## config.mk

```make
export PLATFORM = sky130hd
export DESIGN_NAME = otter_fetch_stage_flat
export DESIGN_NICKNAME = d
export VERILOG_FILES = /design/src/rtl/otter_pipe_pkg.sv /design/src/rtl/otter_fetch_stage_if.sv /design/src/rtl/otter_fetch_fifo.sv /design/src/rtl/otter_fetch_stage.sv /design/src/flat_wrapper.sv
export SDC_FILE = /design/constraint.sdc
export NUM_CORES = 1
export LEC_CHECK = 0
export ABC_CLOCK_PERIOD_IN_PS = 5600
export BUFFER_PORTS_ARGS = -buffer_cell sky130_fd_sc_hd__buf_2
export CAP_MARGIN = 10
export CORE_UTILIZATION = 56
export DETAILED_ROUTE_END_ITERATION = 10
export PLACE_DENSITY = 0.83
export SYNTH_ARGS = -nofsm -noshare
export SYNTH_HDL_FRONTEND = slang
export SYNTH_SLANG_ARGS = --single-unit
```

## constraint.sdc

```tcl
create_clock -name CLK -period 5.6 [get_ports CLK]
set_input_delay 0.84 -clock CLK [delete_from_list [all_inputs] [get_ports CLK]]
set_output_delay 0.84 -clock CLK [all_outputs]
set_load 0.005 [all_outputs]
```

## src/rtl/otter_pipe_pkg.sv

```systemverilog
// Shared types and constants for the OTTER pipeline front end.
//   fetch_entry_t : one buffered fetch result (instruction word plus its PC)
//   NOP_INSTR     : addi x0,x0,0, shown to decode when nothing is valid
//   PC_STEP       : sequential fetch increment in bytes
package otter_pipe_pkg;

    typedef struct packed {
        logic [31:0] ir;
        logic [31:0] pc;
    } fetch_entry_t;

    localparam logic [31:0] NOP_INSTR = 32'h0000_0013;
    localparam logic [31:0] PC_STEP   = 32'd4;

endpackage

```

## src/rtl/otter_fetch_stage_if.sv

```systemverilog
// Bus bundle between the fetch stage, instruction memory port 1, EX redirect
// and the decode stage.
//   master : fetch-stage side (drives memory request and decode head)
//   slave  : environment side (memory, EX and decode)
// Signals:
//   IMEM_REQ/IMEM_ADDR   read request to memory port 1
//   IMEM_RDATA           read data, returned one cycle after the request
//   REDIRECT/REDIRECT_PC taken branch/jump pulse and its target from EX
//   DE_VALID/DE_READY    decode handshake
//   DE_IR/DE_PC          head instruction and its PC
interface otter_fetch_stage_if;

    logic        IMEM_REQ;
    logic [31:0] IMEM_ADDR;
    logic [31:0] IMEM_RDATA;
    logic        REDIRECT;
    logic [31:0] REDIRECT_PC;
    logic        DE_VALID;
    logic        DE_READY;
    logic [31:0] DE_IR;
    logic [31:0] DE_PC;

    modport master (
        output IMEM_REQ, IMEM_ADDR, DE_VALID, DE_IR, DE_PC,
        input  IMEM_RDATA, REDIRECT, REDIRECT_PC, DE_READY
    );

    modport slave (
        input  IMEM_REQ, IMEM_ADDR, DE_VALID, DE_IR, DE_PC,
        output IMEM_RDATA, REDIRECT, REDIRECT_PC, DE_READY
    );

endinterface

```

## src/rtl/otter_fetch_fifo.sv

```systemverilog
// Circular instruction buffer of fetch_entry_t.
// Ports:
//   CLK, RESET   clock, asynchronous active-low reset
//   push_i       write push_data_i at the tail
//   pop_i        drop the head entry
//   flush_i      empty the buffer; overrides push and pop
//   head_o       entry at the head (meaningful only when count_o != 0)
//   count_o      number of valid entries (0..DEPTH)
// The caller never pushes into a full buffer unless it pops in the same cycle.
module otter_fetch_fifo
    import otter_pipe_pkg::*;
#(
    parameter int DEPTH = 2,
    localparam int PTR_W = $clog2(DEPTH)
) (
    input  logic               CLK,
    input  logic               RESET,
    input  logic               push_i,
    input  fetch_entry_t       push_data_i,
    input  logic               pop_i,
    input  logic               flush_i,
    output fetch_entry_t       head_o,
    output logic [PTR_W:0]     count_o
);

    fetch_entry_t          mem_q [DEPTH];
    logic [PTR_W-1:0]      wr_ptr_q;
    logic [PTR_W-1:0]      rd_ptr_q;
    logic [PTR_W:0]        count_q;
    logic [PTR_W:0]        count_d;

    // Occupancy next state: simultaneous push and pop leave it unchanged.
    always_comb begin
        count_d = count_q;
        case ({push_i, pop_i})
            2'b10:   count_d = count_q + (PTR_W+1)'(1);
            2'b01:   count_d = count_q - (PTR_W+1)'(1);
            default: count_d = count_q;
        endcase
    end

    // Storage, pointers and occupancy; flush wins over push/pop.
    always_ff @(posedge CLK or negedge RESET) begin
        if (!RESET) begin
            for (int i = 0; i < DEPTH; i++) begin
                mem_q[i] <= '0;
            end
            wr_ptr_q <= '0;
            rd_ptr_q <= '0;
            count_q  <= '0;
        end else if (flush_i) begin
            wr_ptr_q <= '0;
            rd_ptr_q <= '0;
            count_q  <= '0;
        end else begin
            if (push_i) begin
                mem_q[wr_ptr_q] <= push_data_i;
                wr_ptr_q        <= wr_ptr_q + PTR_W'(1);
            end
            if (pop_i) begin
                rd_ptr_q <= rd_ptr_q + PTR_W'(1);
            end
            count_q <= count_d;
        end
    end

    assign head_o  = mem_q[rd_ptr_q];
    assign count_o = count_q;

endmodule

```

## src/rtl/otter_fetch_stage.sv

```systemverilog
// OTTER instruction-fetch front end. Owns the fetch PC, issues at most one
// read per cycle to memory port 1, buffers returned words with their PC and
// hands them to decode with a valid/ready handshake. A REDIRECT pulse from EX
// flushes the buffer, drops the returning response and restarts at the target.
// Ports:
//   CLK    rising-edge clock
//   RESET  asynchronous active-low reset
//   bus    otter_fetch_stage_if.master (memory port 1, redirect, decode)
module otter_fetch_stage
    import otter_pipe_pkg::*;
#(
    parameter logic [31:0] RESET_VEC = 32'h0000_0000,
    parameter int          DEPTH     = 2
) (
    input  logic                   CLK,
    input  logic                   RESET,
    otter_fetch_stage_if.master    bus
);

    localparam int PTR_W = $clog2(DEPTH);

    logic [31:0]      fetch_pc_q;
    logic [31:0]      fetch_pc_d;
    logic             inflight_q;
    logic             inflight_d;
    logic [31:0]      inflight_pc_q;
    logic [31:0]      inflight_pc_d;

    logic             redirect_s;
    logic             de_valid_s;
    logic             pop_s;
    logic             push_s;
    logic             issue_s;
    logic [PTR_W+1:0] occ_s;
    logic [31:0]      req_addr_s;
    fetch_entry_t     push_data_s;
    fetch_entry_t     head_s;
    logic [PTR_W:0]   count_s;

    otter_fetch_fifo #(
        .DEPTH (DEPTH)
    ) u_fifo (
        .CLK         (CLK),
        .RESET       (RESET),
        .push_i      (push_s),
        .push_data_i (push_data_s),
        .pop_i       (pop_s),
        .flush_i     (redirect_s),
        .head_o      (head_s),
        .count_o     (count_s)
    );

    // Handshake, issue decision and request address.
    always_comb begin
        redirect_s = RESET & bus.REDIRECT;
        // Decode never sees a head during a redirect, so nothing pops then.
        de_valid_s = (count_s != (PTR_W+1)'(0)) & ~redirect_s;
        pop_s      = de_valid_s & bus.DE_READY;
        // Slots already committed after this cycle: buffered + returning - leaving.
        occ_s      = (PTR_W+2)'(count_s) + (PTR_W+2)'(inflight_q) - (PTR_W+2)'(pop_s);
        if (redirect_s) begin
            req_addr_s = bus.REDIRECT_PC & 32'hFFFF_FFFC;
            issue_s    = 1'b1;
        end else begin
            req_addr_s = fetch_pc_q;
            issue_s    = RESET & (occ_s < (PTR_W+2)'(DEPTH));
        end
        // A response returning in a redirect cycle belongs to the old stream.
        push_s           = inflight_q & ~redirect_s;
        push_data_s.ir   = bus.IMEM_RDATA;
        push_data_s.pc   = inflight_pc_q;
    end

    // Next state of the fetch PC and the single outstanding request.
    always_comb begin
        if (issue_s) begin
            fetch_pc_d    = req_addr_s + PC_STEP;
            inflight_pc_d = req_addr_s;
        end else begin
            fetch_pc_d    = fetch_pc_q;
            inflight_pc_d = inflight_pc_q;
        end
        inflight_d = issue_s;
    end

    // Fetch PC and inflight tracking registers.
    always_ff @(posedge CLK or negedge RESET) begin
        if (!RESET) begin
            fetch_pc_q    <= RESET_VEC;
            inflight_q    <= 1'b0;
            inflight_pc_q <= 32'h0000_0000;
        end else begin
            fetch_pc_q    <= fetch_pc_d;
            inflight_q    <= inflight_d;
            inflight_pc_q <= inflight_pc_d;
        end
    end

    assign bus.IMEM_REQ  = issue_s;
    assign bus.IMEM_ADDR = req_addr_s;
    assign bus.DE_VALID  = de_valid_s;
    assign bus.DE_IR     = de_valid_s ? head_s.ir : NOP_INSTR;
    assign bus.DE_PC     = de_valid_s ? head_s.pc : 32'h0000_0000;

endmodule

```

## src/flat_wrapper.sv

```systemverilog
// flat-port wrapper written by rule: the top's interface ports become plain ports
module otter_fetch_stage_flat import otter_pipe_pkg::*;
#(
    parameter logic [31:0] RESET_VEC = 32'h0000_0000,
    parameter int          DEPTH     = 2
)
  (CLK, RESET, bus_IMEM_REQ, bus_IMEM_ADDR, bus_DE_VALID, bus_DE_IR, bus_DE_PC, bus_IMEM_RDATA, bus_REDIRECT, bus_REDIRECT_PC, bus_DE_READY);
  otter_fetch_stage_if bus_i ();
  input  logic CLK;
  input  logic RESET;
  output wire logic [$bits(bus_i.IMEM_REQ)-1:0] bus_IMEM_REQ;
  output wire logic [$bits(bus_i.IMEM_ADDR)-1:0] bus_IMEM_ADDR;
  output wire logic [$bits(bus_i.DE_VALID)-1:0] bus_DE_VALID;
  output wire logic [$bits(bus_i.DE_IR)-1:0] bus_DE_IR;
  output wire logic [$bits(bus_i.DE_PC)-1:0] bus_DE_PC;
  input wire logic [$bits(bus_i.IMEM_RDATA)-1:0] bus_IMEM_RDATA;
  input wire logic [$bits(bus_i.REDIRECT)-1:0] bus_REDIRECT;
  input wire logic [$bits(bus_i.REDIRECT_PC)-1:0] bus_REDIRECT_PC;
  input wire logic [$bits(bus_i.DE_READY)-1:0] bus_DE_READY;
  assign bus_IMEM_REQ = bus_i.IMEM_REQ;
  assign bus_IMEM_ADDR = bus_i.IMEM_ADDR;
  assign bus_DE_VALID = bus_i.DE_VALID;
  assign bus_DE_IR = bus_i.DE_IR;
  assign bus_DE_PC = bus_i.DE_PC;
  assign bus_i.IMEM_RDATA = bus_IMEM_RDATA;
  assign bus_i.REDIRECT = bus_REDIRECT;
  assign bus_i.REDIRECT_PC = bus_REDIRECT_PC;
  assign bus_i.DE_READY = bus_DE_READY;
  otter_fetch_stage #(.RESET_VEC(RESET_VEC), .DEPTH(DEPTH)) u_core (.CLK(CLK), .RESET(RESET), .bus(bus_i));
endmodule
```

# Yosys cells after proc, flatten, opt, wreduce, memory -nomap -nowiden
# Index checks and enable logic that the tools add are counted.
# totals
ff_bits,197
latchBits,0
ramBits,0
mem_bits_ro,0
out_inout_bits,98
word_cells,53
memories,0
# classes
addsub,7
multipliers,0
div,0
order_cmp,4
eq_ne,2
shift,0
muxes,16
bitwise_logic,8
n_reduce_logical,6
# ops
cell,n
two-way mux 64 bit,4
bitwise mux 128 bit,1
two-way mux 32 bit,3
demux 64 bit (select 1 bit),1
adder 32 x 3 -> 32 bit (second input constant),1
nonzero test 2 bit,3
bitwise AND 1 bit,5
two-way mux 1 bit,5
>= comparator 2 bit (second input constant),2
NOT 1 -> 2 bit,2
case mux 2 bit (2 select lines),1
adder 2 x 1 -> 3 bit,1
less-than comparator 3 x 2 -> 1 bit (second input constant),1
nonzero test 3 bit,1
subtractor 3 x 1 -> 3 bit,1
adder 1 bit (second input constant),2
adder 2 x 1 -> 2 bit (second input constant),1
== test 2 x 1 -> 1 bit (second input constant),1
== test 2 bit (second input constant),1
less-than comparator 2 x 1 -> 1 bit (second input constant),1
two-way mux 2 bit,1
AND reduction 2 bit,1
subtractor 2 x 1 -> 2 bit (second input constant),1
logical AND 1 bit,1
NOT 1 bit,1

# Longest topological paths before layout
# Gate-level depths: netlist (run 1).
# logic_depth
depth_word,8
depth_mapped,19
mapped_depth_nobuf,14

# Cells and area by module
# Synthesis (run 1) repeated with hierarchy kept, for this count alone.
# hier_totals
cells_unflattened,887
hier_area_um2,10349.9
# by_module_without_submodules
mod,instances,cells_each,area_per_inst_um2,seq_area_each_um2
otter_fetch_fifo,1,360,6035.8,3303.2
otter_fetch_stage,1,527,4314.1,1576.5

# Least setup slack after synthesis (run 1)
# Ideal clock, no wire load.
# synth_timing
path_type,input to output
from,input port RESET
to,output port bus_IMEM_REQ
t_arrival_ns,3.964
t_required_ns,4.760
path_slack_ns,0.796
stages,17
cell_sequence,buf_4 buf_2 nand2_1 clkbuf_1 o21ai_1 inv_1 nand2_1 inv_1 ha_1 nand2b_1 fa_1 xnor2_1 and3_1 or2_2 clkbuf_1 buf_2 buf_1
# synth_between
elab_chain_cells,8
# synth_lines
item,line,text
from (decl),flat_wrapper.sv:10,input logic RESET;
bitwise AND 1 bit,otter_fetch_stage.sv:55,redirect_s = RESET & bus.REDIRECT;
NOT 1 bit (no source line),n/a,
bitwise AND 1 bit,otter_fetch_stage.sv:57,de_valid_s = (count_s != (PTR_W+1)'(0)) & ~redirect_s;
via bus_DE_VALID,flat_wrapper.sv:13,output wire logic [$bits(bus_i.DE_VALID)-1:0] bus_DE_VALID;
bitwise AND 1 bit,otter_fetch_stage.sv:58,pop_s = de_valid_s & bus.DE_READY;
subtractor 3 x 1 -> 3 bit,otter_fetch_stage.sv:60,occ_s = (PTR_W+2)'(count_s) + (PTR_W+2)'(inflight_q) - (PTR_W+2)'(pop_s);
less-than comparator 3 x 2 -> 1 bit,otter_fetch_stage.sv:66,issue_s = RESET & (occ_s < (PTR_W+2)'(DEPTH));
bitwise AND 1 bit,otter_fetch_stage.sv:66,
two-way mux 1 bit,otter_fetch_stage.sv:61,if (redirect_s) begin
to (decl),flat_wrapper.sv:11,output wire logic [$bits(bus_i.IMEM_REQ)-1:0] bus_IMEM_REQ;
# The timed path passes the listed nets, and every way through them passes these cells.

# Final worst setup path (run 1)
# layout_timing
from,input port bus_REDIRECT
to,output port bus_IMEM_REQ
# layout_between
elab_chain_cells,8
# layout_lines
item,line,text
from (decl),flat_wrapper.sv:17,input wire logic [$bits(bus_i.REDIRECT)-1:0] bus_REDIRECT;
bitwise AND 1 bit *,otter_fetch_stage.sv:55,
NOT 1 bit (no source line),n/a,
bitwise AND 1 bit,otter_fetch_stage.sv:57,
bitwise AND 1 bit,otter_fetch_stage.sv:58,
subtractor 3 x 1 -> 3 bit,otter_fetch_stage.sv:60,
less-than comparator 3 x 2 -> 1 bit,otter_fetch_stage.sv:66,
bitwise AND 1 bit,otter_fetch_stage.sv:66,
two-way mux 1 bit *,otter_fetch_stage.sv:61,
# Every way passes the cells marked *; elsewhere a longest branch is shown, timed or not.

==> reports/summary.json, run 1 <==
{
  "route": {
    "antenna_violating_nets_post_route": 0,
    "drc": 0,
    "first_pass_iters": 5,
    "drt_iter0_drc": 404,
    "vias_per_cell": 5.62,
    "finalWirelength_um": 20200,
    "routed-via-count": 6696,
    "drt-wirelength-per-cell_um": 17.0
  },
  "worst_setup_path": {
    "critPathMaxFanout": 45,
    "worst-endpoint-arrival_ns": 3.65,
    "crit_path_end_kind": "output pin",
    "rr_startpoint": "u_core.u_fifo.count_o[1]$_DFFE_PN0P_",
    "required_ns": 4.76,
    "worstSetupStartpointType": "input pin",
    "rr_endpoint": "u_core.inflight_pc_q[23]$_DFFE_PN0P_",
    "reg2reg_setup_slack_ns": 2.05,
    "worst_setup_path_startpoint": "bus_REDIRECT",
    "critPathKind": "input pin to output pin",
    "number_of_cells_on_the_worst_reg_to_reg_path": 12
  },
  "layout": {
    "finish.instance_area_mm2": 0.0110,
    "layout.cells.most_common_list": "194 x sky130_fd_sc_hd__dfrtp_1, 162 x sky130_fd_sc_hd__buf_2, 149 x sky130_fd_sc_hd__mux2_2",
    "fin_nets": 1031,
    "finish.cell_count_without_fillers": 1191,
    "final_layout_size_suffix_gt1_share_pct": 38.1,
    "fillerInstances": 1266,
    "antennaDiodeCount": 0,
    "layout.cells.most_common": "sky130_fd_sc_hd__dfrtp_1",
    "flow.area_growth_from_synthesis_pct": 16.1,
    "utilization_pct": 66.4
  },
  "clock_tree": {
    "tritoncts_num_sinks": 195,
    "ctsLongestPathBuffers": 2,
    "numCtsBuffers": 17,
    "clk_pin_slew_worst_paths_ns": 0.06,
    "cts_hold_repair.buffers": 0,
    "cts_resized": 0,
    "tritoncts": "yes",
    "post_cts.repair.setup_buffers": 0,
    "worst_skew_pair.late_latency_ns": 0.43,
    "clockRootBuffer": "sky130_fd_sc_hd__clkbuf_16",
    "cts.htree.levels": 4
  },
  "synthesis": {
    "synth_cells": 816,
    "synthDominantCellAreaShare_pct": 51.6,
    "netlist_area_before_placement_mm2": 0.00945,
    "synth_async_sr_flop_share_pct": 100,
    "synthesis.nets": 888,
    "synth.yosys.seq_area_share_pct": 51.6,
    "ys_ff_latch": 195,
    "yosys-top-cells-area": "sky130_fd_sc_hd__dfrtp_1 52%, sky130_fd_sc_hd__mux2_2 18%, sky130_fd_sc_hd__mux2i_1 8.6%",
    "ys.warnings.count": 0,
    "ys_types": 48,
    "synth-edff-count": 0,
    "synthesis.area_per_instance_um2": 11.6,
    "synth_top_cell_by_area": "sky130_fd_sc_hd__dfrtp_1",
    "yosys_most_used_dff": "sky130_fd_sc_hd__dfrtp_1"
  },
  "floorplanning": {
    "placeableCoreArea_mm2": 0.0165,
    "die-height_um": 132,
    "pin_count": 166,
    "die-area_mm2": 0.0174,
    "placementRows": 47,
    "initial_utilization_pct": 57.2,
    "die_width_um": 132
  },
  "timing": {
    "post-route-period-util_pct": 80.1,
    "max_clock_freq_mhz": 223,
    "post-route-min-period_ns": 4.49,
    "worst_slack_ns": 1.11,
    "finalSetupViolations": 0,
    "fin_worst_skew_ns": 0.00776,
    "hold_violations": 0,
    "slew_headroom_pct": 33.0,
    "timing_max_transition_violations_final": 0,
    "worstMarginPinSlew_ns": 1.01,
    "grt_setup_unrepaired": "no",
    "setup_total_negative_slack_ns": 0
  },
  "job": {
    "max_cap_violations": 0
  },
  "grt": {
    "via_count_of_the_first_global_routing_pass": 6607,
    "antenna_found_initial": 0,
    "global_route_wire_length_before_repair_um": 33500,
    "maximum_number_of_pins_on_one_net_before_global_route_repair": 69,
    "track_usage_pct": 24.3,
    "grt.overflow.total": 0
  },
  "worst_hold_path": {
    "hp-class": "input pin to asynchronous set/reset pin"
  },
  "run_status": {
    "outcome": "complete, no violations"
  },
  "power": {
    "internal-power_uw": 4090,
    "power.share.combinational_pct": 41.6,
    "power_leakage_uw": 0.00488,
    "p_sw_uw": 2280,
    "p_seq_share_pct": 39.8,
    "powerDensity_mw_per_mm2": 580,
    "p_sw_share_pct": 35.8,
    "vdd_drop_max_uv": 370,
    "clock_power_share_pct": 18.6
  },
  "placed_design": {
    "placement.io_buffers": 163,
    "place_ws_ns": 1.15,
    "place.gp.congestion": 0.888,
    "post_dp_cell_area_mm2": 0.0104,
    "dpl.hpwl_um": 13500,
    "placed_cells": 1160
  }
}
## how the worst max path moves through the flow
stage,cells after the start,to
6_report,13,bus_IMEM_REQ
5_1_grt,13,bus_IMEM_REQ
4_1_cts,13,bus_IMEM_REQ
3_5_place_dp,13,bus_IMEM_REQ
3_3_place_gp,13,bus_IMEM_REQ
2_1_floorplan,17,bus_IMEM_REQ
## layout make-up
cell class              count  area (um^2)  area share, %
repair buffers            172          892           8.13
multi-input cells         553         4280           39.0
inverters                  20         75.1          0.684
well taps                 220          275           2.51
flip-flops and latches    195         4880           44.5
clock inverters            10          126           1.15
clock buffers              21          440           4.01
## critical path, cell delays in order
cell	delay (ns)
sky130_fd_sc_hd__buf_2	0.34
sky130_fd_sc_hd__nand2_1	0.18
sky130_fd_sc_hd__o21ai_4	0.09
sky130_fd_sc_hd__inv_1	0.13
sky130_fd_sc_hd__nand2_1	0.12
sky130_fd_sc_hd__inv_1	0.06
sky130_fd_sc_hd__ha_1	0.26
sky130_fd_sc_hd__nand2b_1	0.15
sky130_fd_sc_hd__fa_1	0.39
sky130_fd_sc_hd__xnor2_1	0.17
sky130_fd_sc_hd__and3_1	0.24
sky130_fd_sc_hd__or2_4	0.45
sky130_fd_sc_hd__buf_2	0.20
## cells in the mapped netlist (all sizes together) (5+ instances only)
cell / count
o21ai: 23
inv: 20
nand2b: 5
nor3: 6
dfrtp: 195
nand2: 50
a21oi: 33
o21a: 8
xnor2: 22
clkbuf: 14
buf: 34
nor2: 104
mux2i: 81
and2: 5
nand3: 15
nand4: 19
mux2: 149
nor4: 8
## kinds of logic after synthesis
family | count (synthesis) | synth area share, %
compound gates | 72 | 4.66
buf+inv | 68 | 3.40
fa+ha+maj | 4 | 0.609
mux | 230 | 26.3
simple gates | 224 | 11.3
flops | 195 | 51.6
xor+xnor | 23 | 2.13
## registers in the layout (all words and copies together) (netlist names)
name                    cells
u_core.inflight_q           1
u_core.u_fifo.count_o       2
u_core.u_fifo.wr_ptr_q      1
u_core.fetch_pc_q          30
u_core.inflight_pc_q       32
u_core.u_fifo.rd_ptr_q      1
u_core.u_fifo.mem_q       128
## power by group through the flow
stage                     combinational, uW  clock, uW  sequential [uW]
final                                  2650       1180             2540
after global routing                   2910       1260             2620
after CTS                              2670       1210             2530
after detailed placement               2660          0             2550
after global placement                 2580          0             2510
after floorplan                        1980          0             2380
## layer usage
| layer | part of all wire (%) | up-vias | GRT usage (%) |
|---|---|---|---|
| met5 | 0 | - | 0 |
| li1 | - | 3132 | - |
| met1 | 46 | 3312 | 33.9 |
| met4 | 1.1 | 0 | 6.91 |
| met3 | 5.9 | 18 | 3.88 |
| met2 | 47 | 234 | 39.4 |
## through the flow
| step | power (uW) | hold WS (ns) |
|---|---|---|
| final | 6370 | 0.277 |
| after global routing | 6800 | 0.271 |
| after CTS | 6410 | 0.269 |
| after detailed placement | 5210 | 0.494 |
| after global placement | 5080 | 0.486 |
| after floorplan | 4360 | 0.476 |
(Power assumes the default switching activity.)
==> run 2: changes to the inputs <==
--- a/config.mk
+++ b/config.mk
@@ -5,7 +5,7 @@
 export SDC_FILE = /design/constraint.sdc
 export NUM_CORES = 1
 export LEC_CHECK = 0
-export ABC_CLOCK_PERIOD_IN_PS = 5600
+export ABC_CLOCK_PERIOD_IN_PS = 4300
 export BUFFER_PORTS_ARGS = -buffer_cell sky130_fd_sc_hd__buf_2
 export CAP_MARGIN = 10
 export CORE_UTILIZATION = 56
==> constraint.sdc (replaced) <==
create_clock -name CLK -period 4.3 [get_ports CLK]
set_input_delay 0.645 -clock CLK [delete_from_list [all_inputs] [get_ports CLK]]
set_output_delay 0.645 -clock CLK [all_outputs]
set_load 0.005 [all_outputs]
==> run 2 against run 1 <==
  * Cell area up 0.81%
  * Die area stayed put
  * Clock skew rose by 0.0026 ns
  * Critical path depth down 2
  * Routed wire length up 1.0%
  * Worst setup slack worse by 0.42 ns
==> reports/summary.json, run 2 (synthesis results as in run 1) <==
{
  "run_status": {
    "outcome": "complete, no violations"
  },
  "floorplanning": {
    "initial_utilization": {"value": 57.2, "unit": "%", "change": "unchanged"},
    "pin_count": {"value": 166, "change": "unchanged"},
    "placementRows": {"value": 47, "change": "unchanged"},
    "die-height": {"value": 132, "unit": "um", "change": "unchanged"},
    "die_width": {"value": 132, "unit": "um", "change": "unchanged"},
    "die-area": {"value": 0.0174, "unit": "mm^2", "change": "unchanged"},
    "placeableCoreArea": {"value": 0.0165, "unit": "mm^2", "change": "unchanged"}
  },
  "worst_setup_path": {
    "worst-endpoint-arrival": {"value": 2.96, "unit": "ns", "change": "-0.69 ns"},
    "worst_path_most_repeated_cell": "sky130_fd_sc_hd__inv_1",
    "crit_chain": "o21ai_4, inv_1, nand2_1, inv_1, ha_1, nand2b_1, fa_1, xnor2_1, and3_1, or2_4, buf_2",
    "worstSetupStartpointType": "register",
    "critPathMaxFanout": {"value": 5, "change": "-89%"},
    "critPathSlowestCell": "sky130_fd_sc_hd__dfrtp_1",
    "crit_path_end_kind": "output pin",
    "required": {"value": 3.65, "unit": "ns", "change": "-1.11 ns"},
    "max_stage_delay": {"value": 0.48, "unit": "ns", "change": "+0.03 ns"},
    "critPathKind": "register to output pin",
    "number_of_cells_on_the_worst_reg_to_reg_path": {"value": 13, "change": "+1"}
  },
  "timing": {
    "max_clock_freq_mhz": 277,
    "post-route-min-period_ns": 3.61,
    "slew_headroom": {"value": 32.5, "unit": "%", "change": "-0.50 points"},
    "fin_worst_skew": {"value": 0.0104, "unit": "ns", "change": "+0.00261 ns"},
    "post-route-period-util_pct": 83.9,
    "worstMarginPinSlew": {"value": 1.01, "unit": "ns", "change": "+0.00755 ns"},
    "grt_setup_unrepaired": "no",
    "setup_total_negative_slack": {"value": 0, "unit": "ns", "change": "unchanged"},
    "hold_violations": {"value": 0, "change": "unchanged"},
    "finalSetupViolations": {"value": 0, "change": "unchanged"},
    "timing_max_transition_violations_final": {"value": 0, "change": "unchanged"},
    "worst_slack": {"value": 0.692, "unit": "ns", "change": "-0.423 ns"}
  },
  "route": {
    "drt_iter0_drc": {"value": 380, "change": "-5.9%"},
    "drc": {"value": 0, "change": "unchanged"},
    "drt-wirelength-per-cell": {"value": 17.1, "unit": "um", "change": "+0.85%"},
    "vias_per_cell": {"value": 5.59, "change": "-0.61%"},
    "first_pass_iters": {"value": 5, "change": "unchanged"},
    "routed-via-count": {"value": 6666, "change": "-0.45%"},
    "antenna_violating_nets_post_route": {"value": 0, "change": "unchanged"},
    "finalWirelength": {"value": 20400, "unit": "um", "change": "+1.0%"}
  },
  "placed_design": {
    "place_ws": {"value": 0.678, "unit": "ns", "change": "-0.467 ns"},
    "placement.io_buffers": {"value": 163, "change": "unchanged"},
    "placed_cells": {"value": 1161, "change": "+0.086%"},
    "dpl.hpwl": {"value": 13500, "unit": "um", "change": "about the same"},
    "place.gp.congestion": {"value": 0.899, "change": "+1.3%"}
  },
  "layout": {
    "finish.cell_count_without_fillers": {"value": 1193, "change": "+0.17%"},
    "reg.largest.list": "u_core.u_fifo.mem_q: 128 flops, u_core.inflight_pc_q: 32 flops, u_core.fetch_pc_q: 30 flops",
    "largest_register": "u_core.u_fifo.mem_q",
    "fin_nets": {"value": 1032, "change": "+0.097%"},
    "layout.cells.most_common_list": "194 x sky130_fd_sc_hd__dfrtp_1, 162 x sky130_fd_sc_hd__buf_2, 149 x sky130_fd_sc_hd__mux2_2",
    "max_reg_flops": {"value": 128, "change": "unchanged"},
    "flow.area_growth_from_synthesis_pct": 17.0,
    "layout.cells.most_common": "sky130_fd_sc_hd__dfrtp_1",
    "antennaDiodeCount": {"value": 0, "change": "unchanged"},
    "final_layout_size_suffix_gt1_share": {"value": 38.3, "unit": "%", "change": "+0.23 points"}
  },
  "grt": {
    "maximum_number_of_pins_on_one_net_before_global_route_repair": {"value": 140, "change": "+100%"},
    "track_usage": {"value": 24.6, "unit": "%", "change": "+0.31 points"},
    "global_route_wire_length_before_repair": {"value": 33800, "unit": "um", "change": "+0.95%"},
    "grt.overflow.total": {"value": 0, "change": "unchanged"},
    "via_count_of_the_first_global_routing_pass": {"value": 6722, "change": "+1.7%"},
    "antenna_found_initial": {"value": 0, "change": "unchanged"}
  },
  "clock_tree": {
    "numCtsBuffers": {"value": 17, "change": "unchanged"},
    "clockRootBuffer": "sky130_fd_sc_hd__clkbuf_16",
    "cts.htree.levels": {"value": 4, "change": "unchanged"},
    "worst_skew_pair.late_latency": {"value": 0.43, "unit": "ns", "change": "about the same"},
    "ctsLongestPathBuffers": {"value": 2, "change": "unchanged"},
    "cts_resized": {"value": 0, "change": "unchanged"},
    "post_cts.repair.setup_buffers": {"value": 0, "change": "unchanged"},
    "cts_hold_repair.buffers": {"value": 0, "change": "unchanged"},
    "tritoncts_num_sinks": {"value": 195, "change": "unchanged"},
    "tritoncts": "yes",
    "clk_pin_slew_worst_paths": {"value": 0.07, "unit": "ns", "change": "about the same"}
  },
  "power": {
    "powerDensity": {"value": 761, "unit": "mW/mm^2", "change": "+31%"},
    "vdd_drop_max": {"value": 437, "unit": "uV", "change": "+18%"},
    "power_leakage": {"value": 0.00493, "unit": "uW", "change": "+1.0%"}
  },
  "job": {
    "max_cap_violations": {"value": 0, "change": "unchanged"}
  },
  "worst_hold_path": {
    "hp-class": "input pin to asynchronous set/reset pin"
  }
}
-- run 2: cell types whose count changed in the layout (fill, tap and decap cells not counted), sizes merged --
cell,before,now
clkbuf,22,23
clkinvlp,3,1
bufinv,2,3
inv,22,23
buf,171,172
-- run 2: final timing paths --
check	from	endpoint	slack, ns
worst max-delay path	u_core.u_fifo.count_o[1]$_DFFE_PN0P_	bus_IMEM_REQ	0.69
worst min-delay path	RESET	u_core.u_fifo.mem_q[3]$_DFFE_PN0P_	0.31
worst max register to register	u_core.u_fifo.count_o[1]$_DFFE_PN0P_	u_core.fetch_pc_q[30]$_DFFE_PN0P_	1.04
worst min register to register	u_core.u_fifo.mem_q[91]$_DFFE_PN0P_	u_core.u_fifo.mem_q[91]$_DFFE_PN0P_	0.50
max in group asynchronous	RESET	u_core.u_fifo.mem_q[88]$_DFFE_PN0P_	2.47
min in group CLK	bus_IMEM_RDATA[5]	u_core.u_fifo.mem_q[101]$_DFFE_PN0P_	0.46
-- run 2: where the power goes --
| group | switching, uW | total, uW | leakage, uW | internal (uW) |
|---|---|---|---|---|
| logic | 1660 | 3430 | 0.00240 | 1770 |
| clock network | 682 | 1640 | 0.000296 | 954 |
| registers | 635 | 3360 | 0.00223 | 2720 |
-- run 2: critical path, delay by kind of cell, from the launching register on --
family	cells	cell delay, ns
AO/OA/AOI/OAI	1	0.19
XOR/XNOR	1	0.13
adder cells (fa/ha/maj)	2	0.65
buffers and inverters	3	0.32
flip-flops	1	0.48
AND/OR/NAND/NOR	4	0.76
-- run 2: stage by stage --
step / total power, uW / util (%) / area [um^2] / hold WS (ns)
after global routing: 9010 / 67.0 / 11100 / 0.452
after CTS: 8480 / 67.0 / 11100 / 0.418
after floorplan: 5690 / - / 9460 / 0.349
after detailed placement: 6820 / 63.3 / 10500 / 0.494
final: 8420 / 67.0 / 11100 / 0.314
after global placement: 6640 / 63.3 / 10500 / 0.486
-- run 2: per-layer routing --
metal	track usage [%]	vias up	part of all wire, %
li1	-	3136	-
met1	35.0	3281	46
met2	38.9	225	47
met3	3.69	24	5.3
met4	7.95	0	1.5
met5	0	-	0
-- run 2: final cells by class --
cell class / instances / area [um^2]
fill: 1244 / 5460
sequential: 195 / 4880
multi-input combinational: 553 / 4280
timing repair buffer: 173 / 937
clock buffer: 22 / 464
tap: 220 / 275
clock inverter: 10 / 146
inverter: 20 / 75.1
